<file path="src/rtl/step_pulse_pkg.sv">
// -----------------------------------------------------------------------------
// step_pulse_pkg
//   Shared definitions for the step pulse conditioner: debounce FSM state
//   encoding, default timing constants and a counter-width helper.
// -----------------------------------------------------------------------------
package step_pulse_pkg;

  typedef enum logic [1:0] {
    IDLE         = 2'd0,
    PRESS_WAIT   = 2'd1,
    PRESSED      = 2'd2,
    RELEASE_WAIT = 2'd3
  } state_t;

  // 10 ms of stable level at 100 MHz.
  localparam int unsigned DEFAULT_DEBOUNCE_CYCLES = 1_000_000;
  // 0.5 s between auto-repeat steps at 100 MHz.
  localparam int unsigned DEFAULT_REPEAT_CYCLES   = 50_000_000;

  // $clog2(1) is 0, which would give a zero-width counter; a one-cycle
  // window still needs a 1-bit counter holding the value 0.
  function automatic int unsigned cnt_width(input int unsigned n);
    return (n > 1) ? $clog2(n) : 1;
  endfunction

endpackage

</file>
<file path="src/rtl/step_pulse_conditioner_if.sv">
// -----------------------------------------------------------------------------
// step_pulse_conditioner_if
//   Bundles the raw board inputs and the conditioned outputs of the step
//   pulse conditioner.
//   btn_in     raw, bouncy, asynchronous step button
//   sw_in      raw, asynchronous w switch
//   step       one-cycle pulse per accepted press (or repeat)
//   w_out      synchronized switch value captured on each step
//   btn_level  debounced button level
//   master: the side that drives the raw inputs (board / testbench)
//   slave : the conditioner itself
// -----------------------------------------------------------------------------
interface step_pulse_conditioner_if;

  logic btn_in;
  logic sw_in;
  logic step;
  logic w_out;
  logic btn_level;

  modport master (
    output btn_in,
    output sw_in,
    input  step,
    input  w_out,
    input  btn_level
  );

  modport slave (
    input  btn_in,
    input  sw_in,
    output step,
    output w_out,
    output btn_level
  );

endinterface

</file>
<file path="src/rtl/step_pulse_conditioner_sync_2ff.sv">
// -----------------------------------------------------------------------------
// sync_2ff
//   Two-flop synchronizer for one asynchronous bit, reset to 0.
//   clk    destination clock
//   reset  asynchronous, active-high
//   d      asynchronous input
//   q      synchronized output (second stage)
// -----------------------------------------------------------------------------
module sync_2ff (
  input  logic clk,
  input  logic reset,
  input  logic d,
  output logic q
);

  logic meta;

  always_ff @(posedge clk or posedge reset) begin
    if (reset) begin
      meta <= 1'b0;
      q    <= 1'b0;
    end else begin
      meta <= d;
      q    <= meta;
    end
  end

endmodule

</file>
<file path="src/rtl/step_pulse_conditioner.sv">
// -----------------------------------------------------------------------------
// step_pulse_conditioner
//   Input conditioning ahead of the sequence-detector FSM. Synchronizes and
//   debounces the step button, synchronizes the w switch, and emits one
//   registered step pulse per clean press together with the switch value
//   captured on that same edge. The downstream FSM advances on step and reads
//   w_out instead of being clocked from the button.
//   Board wiring: btnC -> btn_in, sw -> sw_in, btnU -> reset.
//
// Ports
//   clk        board clock, all logic on the rising edge
//   reset      asynchronous, active-high; clears all state
//   bus.btn_in raw step button        bus.sw_in     raw w switch
//   bus.step   one-cycle step pulse   bus.w_out     switch value held from last step
//   bus.btn_level  debounced button level (1 in PRESSED / RELEASE_WAIT)
//
// Parameters
//   DEBOUNCE_CYCLES  cycles of stable level needed to accept a press/release
//   REPEAT_CYCLES    cycles between auto-repeat steps while held
//                    (present only with STEP_PULSE_REPEAT_EN)
//
// Build option
//   STEP_PULSE_REPEAT_EN  defined: holding the button emits a further step
//                         every REPEAT_CYCLES cycles. Undefined: exactly one
//                         step per press and no repeat counter exists.
// -----------------------------------------------------------------------------
module step_pulse_conditioner
  import step_pulse_pkg::*;
#(
  parameter int unsigned DEBOUNCE_CYCLES = DEFAULT_DEBOUNCE_CYCLES
`ifdef STEP_PULSE_REPEAT_EN
  ,
  parameter int unsigned REPEAT_CYCLES   = DEFAULT_REPEAT_CYCLES
`endif
) (
  input  logic                      clk,
  input  logic                      reset,
  step_pulse_conditioner_if.slave   bus
);

  localparam int unsigned          CNT_W    = cnt_width(DEBOUNCE_CYCLES);
  localparam logic [CNT_W-1:0]     CNT_LAST = CNT_W'(DEBOUNCE_CYCLES - 1);

  state_t            state;
  state_t            state_next;
  logic [CNT_W-1:0]  cnt;
  logic [CNT_W-1:0]  cnt_next;
  logic              press_accept;
  logic              rpt_fire;
  logic              btn_s;
  logic              sw_s;
  logic              step_q;
  logic              step_next;
  logic              w_q;
  logic              w_next;

  sync_2ff u_btn_sync (
    .clk   (clk),
    .reset (reset),
    .d     (bus.btn_in),
    .q     (btn_s)
  );

  sync_2ff u_sw_sync (
    .clk   (clk),
    .reset (reset),
    .d     (bus.sw_in),
    .q     (sw_s)
  );

  // NOTE: state lives in always_ff with non-blocking assignments so every
  // register samples the pre-edge values of its neighbours, as hardware does.
  always_ff @(posedge clk or posedge reset) begin
    if (reset) begin
      state  <= IDLE;
      cnt    <= '0;
      step_q <= 1'b0;
      w_q    <= 1'b0;
    end else begin
      state  <= state_next;
      cnt    <= cnt_next;
      step_q <= step_next;
      w_q    <= w_next;
    end
  end

  // Debounce FSM. A press is accepted only after btn_s has stayed high for
  // the whole PRESS_WAIT window; a release likewise needs a full
  // RELEASE_WAIT window of low samples. Any contrary sample aborts the window.
  always_comb begin
    // NOTE: every output of this block is defaulted first so that no path
    // leaves a variable unassigned and a latch can never be inferred.
    state_next   = state;
    cnt_next     = cnt;
    press_accept = 1'b0;

    case (state)
      IDLE: begin
        if (btn_s) state_next = PRESS_WAIT;
      end
      PRESS_WAIT: begin
        if (!btn_s) begin
          state_next = IDLE;
        end else if (cnt == CNT_LAST) begin
          state_next   = PRESSED;
          press_accept = 1'b1;
        end else begin
          cnt_next = cnt + CNT_W'(1);
        end
      end
      PRESSED: begin
        if (!btn_s) state_next = RELEASE_WAIT;
      end
      RELEASE_WAIT: begin
        if (btn_s) begin
          // Bounce during release: back to PRESSED without a new step.
          state_next = PRESSED;
        end else if (cnt == CNT_LAST) begin
          state_next = IDLE;
        end else begin
          cnt_next = cnt + CNT_W'(1);
        end
      end
      default: begin
        state_next = IDLE;
      end
    endcase

    // Each window starts counting from zero, whichever way it was entered.
    if (state_next != state) cnt_next = '0;
  end

`ifdef STEP_PULSE_REPEAT_EN
  localparam int unsigned          RPT_W    = cnt_width(REPEAT_CYCLES);
  localparam logic [RPT_W-1:0]     RPT_LAST = RPT_W'(REPEAT_CYCLES - 1);

  logic [RPT_W-1:0] rpt;
  logic [RPT_W-1:0] rpt_next;

  always_ff @(posedge clk or posedge reset) begin
    if (reset) rpt <= '0;
    else       rpt <= rpt_next;
  end

  // rpt only advances while the button sits stably in PRESSED; any other
  // state (including the release window) holds it at zero, so a bounce back
  // into PRESSED restarts the full repeat interval.
  always_comb begin
    rpt_next = '0;
    rpt_fire = 1'b0;
    if (state == PRESSED && btn_s) begin
      if (rpt == RPT_LAST) rpt_fire = 1'b1;
      else                 rpt_next = rpt + RPT_W'(1);
    end
  end
`else
  assign rpt_fire = 1'b0;
`endif

  // w_out is refreshed only on a step edge, so switch activity between
  // presses never reaches the downstream FSM.
  always_comb begin
    step_next = press_accept | rpt_fire;
    w_next    = step_next ? sw_s : w_q;
  end

  assign bus.step      = step_q;
  assign bus.w_out     = w_q;
  assign bus.btn_level = (state == PRESSED) || (state == RELEASE_WAIT);

endmodule

</file>
<file path="src/flat_wrapper.sv">
// flat-port wrapper written by rule: the top's interface ports become plain ports
module step_pulse_conditioner_flat import step_pulse_pkg::*;
#(
  parameter int unsigned DEBOUNCE_CYCLES = DEFAULT_DEBOUNCE_CYCLES

)
  (clk, reset, bus_btn_in, bus_sw_in, bus_step, bus_w_out, bus_btn_level);
  step_pulse_conditioner_if bus_i ();
  input  logic clk;
  input  logic reset;
  input wire logic [$bits(bus_i.btn_in)-1:0] bus_btn_in;
  input wire logic [$bits(bus_i.sw_in)-1:0] bus_sw_in;
  output wire logic [$bits(bus_i.step)-1:0] bus_step;
  output wire logic [$bits(bus_i.w_out)-1:0] bus_w_out;
  output wire logic [$bits(bus_i.btn_level)-1:0] bus_btn_level;
  assign bus_i.btn_in = bus_btn_in;
  assign bus_i.sw_in = bus_sw_in;
  assign bus_step = bus_i.step;
  assign bus_w_out = bus_i.w_out;
  assign bus_btn_level = bus_i.btn_level;
  step_pulse_conditioner #(.DEBOUNCE_CYCLES(DEBOUNCE_CYCLES)) u_core (.clk(clk), .reset(reset), .bus(bus_i));
endmodule
</file>
<file path="config.mk">
export PLATFORM = sky130hd
export DESIGN_NAME = step_pulse_conditioner_flat
export DESIGN_NICKNAME = d
export VERILOG_FILES = /design/src/rtl/step_pulse_pkg.sv /design/src/rtl/step_pulse_conditioner_if.sv /design/src/rtl/step_pulse_conditioner_sync_2ff.sv /design/src/rtl/step_pulse_conditioner.sv /design/src/flat_wrapper.sv
export SDC_FILE = /design/constraint.sdc
export NUM_CORES = 1
export LEC_CHECK = 0
export CORE_MARGIN = 4
export CORE_UTILIZATION = 45
export CTS_CLUSTER_SIZE = 25
export DETAILED_ROUTE_END_ITERATION = 8
export PLACE_DENSITY_LB_ADDON = 0.15
export SYNTH_ARGS = -nofsm -noshare
export SYNTH_HDL_FRONTEND = slang
export SYNTH_SLANG_ARGS = --single-unit
</file>
<file path="constraint.sdc">
create_clock -name clk -period 1.7 [get_ports clk]
set_input_delay 0.17 -clock clk [delete_from_list [all_inputs] [get_ports clk]]
set_output_delay 0.17 -clock clk [all_outputs]
set_load 0.02 [all_outputs]
</file>
==> impl_metrics.csv, run 1 <==
group,metric,value,unit
run_status,run_status,"finished with violations",
run_status,violations,"negative setup slack",
synth,synth-xor-area-share,7.41,%
worst_setup_path,critical_path_arrival,2.00,ns
sta,hold_vio_cnt_final,0,
clock_network,insertion_delay,0.32,ns
hold_path,hold_class,"input pin to asynchronous set/reset pin",
power_and_ir_drop,net-switching-power,252,uW
power_and_ir_drop,seq_power_share,62.2,%
sta,finalCriticalPeriod,1.77,ns
synth,compound_gate_portion_of_the_synthesized_area,11.1,%
power_and_ir_drop,p_int,847,uW
finish,layout.cells.most_common_list,"sky130_fd_sc_hd__buf_4, sky130_fd_sc_hd__dfrtp_1, sky130_fd_sc_hd__nor2_1",
worst_setup_path,timing.reg2reg.setup_slack,-0.07,ns
drt,routed_via_count,1165,
synth,yosysUniqueCellTypes,45,
finish,final_core_utilization,61.7,%
synth,ys_seq_elements,28,
synth,synth_top_family_by_area,"simple AND/OR/NAND/NOR gates",
grt,global_route.overflow_total,0,
floorplanning,core_area,0.00303,mm2
grt,grt_first_pass_wirelength,5550,um
clock_network,root_driver,"sky130_fd_sc_hd__clkbuf_4",
power_and_ir_drop,powerDensity,589,mW/mm2
floorplanning,floorplan.initialDensity,46.9,%
clock_network,cts_tree,"built",
synth,muxShareOfSynthArea,2.29,%
drt,route.detailed.drc,0,
finish,fill_cells,263,
drt,drt_first_iter_violations,92,
synth,yosys_warnings,0,
floorplanning,dieHeight,64.2,um
power_and_ir_drop,share_of_total_power_in_combinational_logic,8.8,%
sta,finalWorstSetupSlack,-0.0671,ns
clock_network,cts.clk_slew.worst_paths,0.15,ns
sta,finalCritPeriodShare,104,%
sta,tightest_slew,0.339,ns
drt,vias_per_cell,5.37,
synth,synth.avg_cell_area,10.4,um2
clock_network,clkSinkCount,28,
worst_setup_path,timing.critical_path.from_type,"flop",
floorplanning,die_area,0.00412,mm2
synth,synth_area,0.00142,mm2
drt,antenna_violating_nets_post_route,0,
worst_setup_path,timing.critical_path.required,1.93,ns
placement,detailedPlacementHpwl,2360,um
sta,setup_viol,2,
floorplanning,num_rows,20,
finish,ff_latch_area,701,um2
drt,routed_wirelength,3220,um
placement,place_ws,-0.0322,ns
clock_network,clk_path_buf_depth,2,
worst_setup_path,r2r_cells,4,
sta,finalMaxSlewViolations,0,
power_and_ir_drop,static-leakage-power,0.000781,uW
synth,share_of_synthesized_cell_area_in_and_or_nand_and_nor_gates,26.7,%
drt,dr.pass1.iters,4,
sta,relSlewSlack,77.4,%
floorplanning,die_w,64.2,um
drt,drt-wirelength-per-cell,14.8,um
worst_setup_path,critical_path.endpoint_type,"flop",
worst_setup_path,critical_path_peak_fanout,4,
finish,nets,179,
sta,setup_repair_after_global_routing_missed_its_margin,"true",
finish,multi_input_comb_area,779,um2
clock_network,cts_buffers,3,
synth,ys_seq_area_share,49.4,%
worst_setup_path,critical_path.reg2reg.endpoint,"u_core.bus.w_out",
synth,mappedNetlistNets,141,
finish,layout_commonest_cell,"sky130_fd_sc_hd__buf_4",
synth,synth_enable_flop_cells,0,
worst_setup_path,worstSetupPathType,"flop to flop",
clock_network,cts_max_level,1,
synth,post_synth_fa_ha_maj_area_fraction,0.882,%
floorplanning,io_pins,7,
placement,buffer_ports.inserted,6,
power_and_ir_drop,worst_ir_drop_vdd,406,uV
synth,synthesis.instances,136,
placement,place.gp.congestion,0.811,
grt,maximum_number_of_pins_on_one_net_before_global_route_repair,18,
synth,synth-async-reset-ratio,100,%
power_and_ir_drop,power.switching_fraction,23.0,%
grt,grtUsageTotal,17.3,%
finish,syn2layout_area_growth,31.7,%
sta,clock_skew,0.0140,ns
power_and_ir_drop,share_clk_of_total_power,29.0,%
worst_setup_path,crit-reg2reg-launch,"u_core.cnt[10]",
grt,antenna_violations_before_repair,0,
synth,synth_top_flop_cell,"sky130_fd_sc_hd__dfrtp_1",
grt,grt_pass1_vias,1134,
finish,drive_gt1_share,34.1,%
power_and_ir_drop,tot_pwr,1100,uW
finish,final_antenna_diode_count,0,
sta,fmaxAchievable,566,MHz
flow_run,cap_viol_max_count,0,
[sequential cells by signal (all words and copies together), names as in the netlist]
signal	flops
u_core.u_sw_sync.meta	1
u_core.u_btn_sync.q	1
u_core.cnt	20
u_core.bus.step	1
u_core.state	2
u_core.u_sw_sync.q	1
u_core.bus.w_out	1
u_core.u_btn_sync.meta	1
[metal layers]
metal	vias up	share of wire (%)	routed length, um	track usage (%)
li1	557	-	-	-
met1	590	46	1480	24.0
met2	16	51	1630	28.5
met4	0	0.65	21	3.96
met3	2	2.6	85	2.81
met5	-	0	0	0
[worst max-delay path, cell delays in order, from the launching register on]
cell	delay (ns)
sky130_fd_sc_hd__dfrtp_1	0.42
sky130_fd_sc_hd__nand2b_1	0.16
sky130_fd_sc_hd__or4_4	0.48
sky130_fd_sc_hd__nor4_4	0.28
sky130_fd_sc_hd__mux2_4	0.33
[Yosys cell counts (all sizes together) (2+ instances only)]
master	number	area, um2
mux2	2	22.5
xnor2	6	52.6
inv	5	18.8
nand2	12	47.6
and2	3	18.8
xor2	6	52.6
and3	2	12.5
buf	2	8.75
nor3	3	20.0
nand3	9	45.0
nor4	3	46.3
nor4b	2	30.0
a21oi	2	10.0
o21ai	5	28.8
nor2	15	63.8
or2	2	12.5
nand4	5	31.3
nor3b	2	15.0
o31ai	2	15.0
a22o	2	17.5
dfrtp	28	701
nand2b	3	18.8
[stage by stage]
step	setup TNS (ns)	std cells	instance area [um2]	hold WS, ns
after floorplan	-0.00637	136	1430	0.201
after global placement	-0.00156	208	1710	0.334
after detailed placement	-0.296	208	1710	0.343
after CTS	-0.0327	215	1800	0.124
after global routing	-1.04	217	1870	0.145
final	-0.0702	217	1870	0.130
[kinds of logic after synthesis]
logic type | Yosys count
buf+inv | 8
simple gates | 63
compound gates | 21
mux | 3
flops | 28
xor+xnor | 12
fa+ha+maj | 1
[power by group through the flow]
| stage | clock network (uW) | registers [uW] | logic (uW) |
|---|---|---|---|
| 6_report | 319 | 684 | 96.7 |
| 4_1_cts | 339 | 683 | 90.2 |
| 3_3_place_gp | 0 | 694 | 84.2 |
| 3_5_place_dp | 0 | 695 | 83.5 |
| 5_1_grt | 380 | 686 | 109 |
| 2_1_floorplan | 0 | 696 | 41.6 |
[worst max path at each step]
stage                               from               end  cells after the start
final                     u_core.cnt[10]  u_core.bus.w_out                      4
after global routing      u_core.cnt[10]  u_core.bus.w_out                      4
after CTS                  u_core.cnt[8]  u_core.bus.w_out                      5
after detailed placement  u_core.cnt[10]     u_core.cnt[5]                      5
after global placement    u_core.cnt[10]     u_core.cnt[3]                      5
after floorplan           u_core.cnt[10]  u_core.bus.w_out                      4
[what timing repair did]
action                                  in CTS  in global routing
gates resized for setup                      5                 12
hold buffers                                 0                  0
pin swaps                                    5                 17
setup buffers                                2                  2
endpoints found under the setup margin      14                 19
endpoints found under the hold margin        0                  0
gates cloned                                 1                  0
[area by class of cell]
| class | count | share of cell area, % |
|---|---|---|
| clock buffer | 4 | 1.94 |
| timing repair buffer | 35 | 14.9 |
| inverter | 5 | 1.00 |
| sequential | 28 | 37.5 |
| tap | 44 | 2.95 |
| multi-input combinational | 101 | 41.7 |
Power figures use the tool's default switching activity.
==> inputs of run 2 (changes only) <==
--- a/config.mk
+++ b/config.mk
@@ -9,6 +9,7 @@
 export CORE_UTILIZATION = 45
 export CTS_CLUSTER_SIZE = 25
 export DETAILED_ROUTE_END_ITERATION = 8
+export MAX_ROUTING_LAYER = met4
 export PLACE_DENSITY_LB_ADDON = 0.15
 export SYNTH_ARGS = -nofsm -noshare
 export SYNTH_HDL_FRONTEND = slang
==> results of run 2 <==
No change in the layout: final DEF, timing and power equal those of run 1.
Main changes from that run: final weighted congestion in routability-driven placement 0.811 -> 0.823; overall routing resource usage 17.3% -> 17.8%
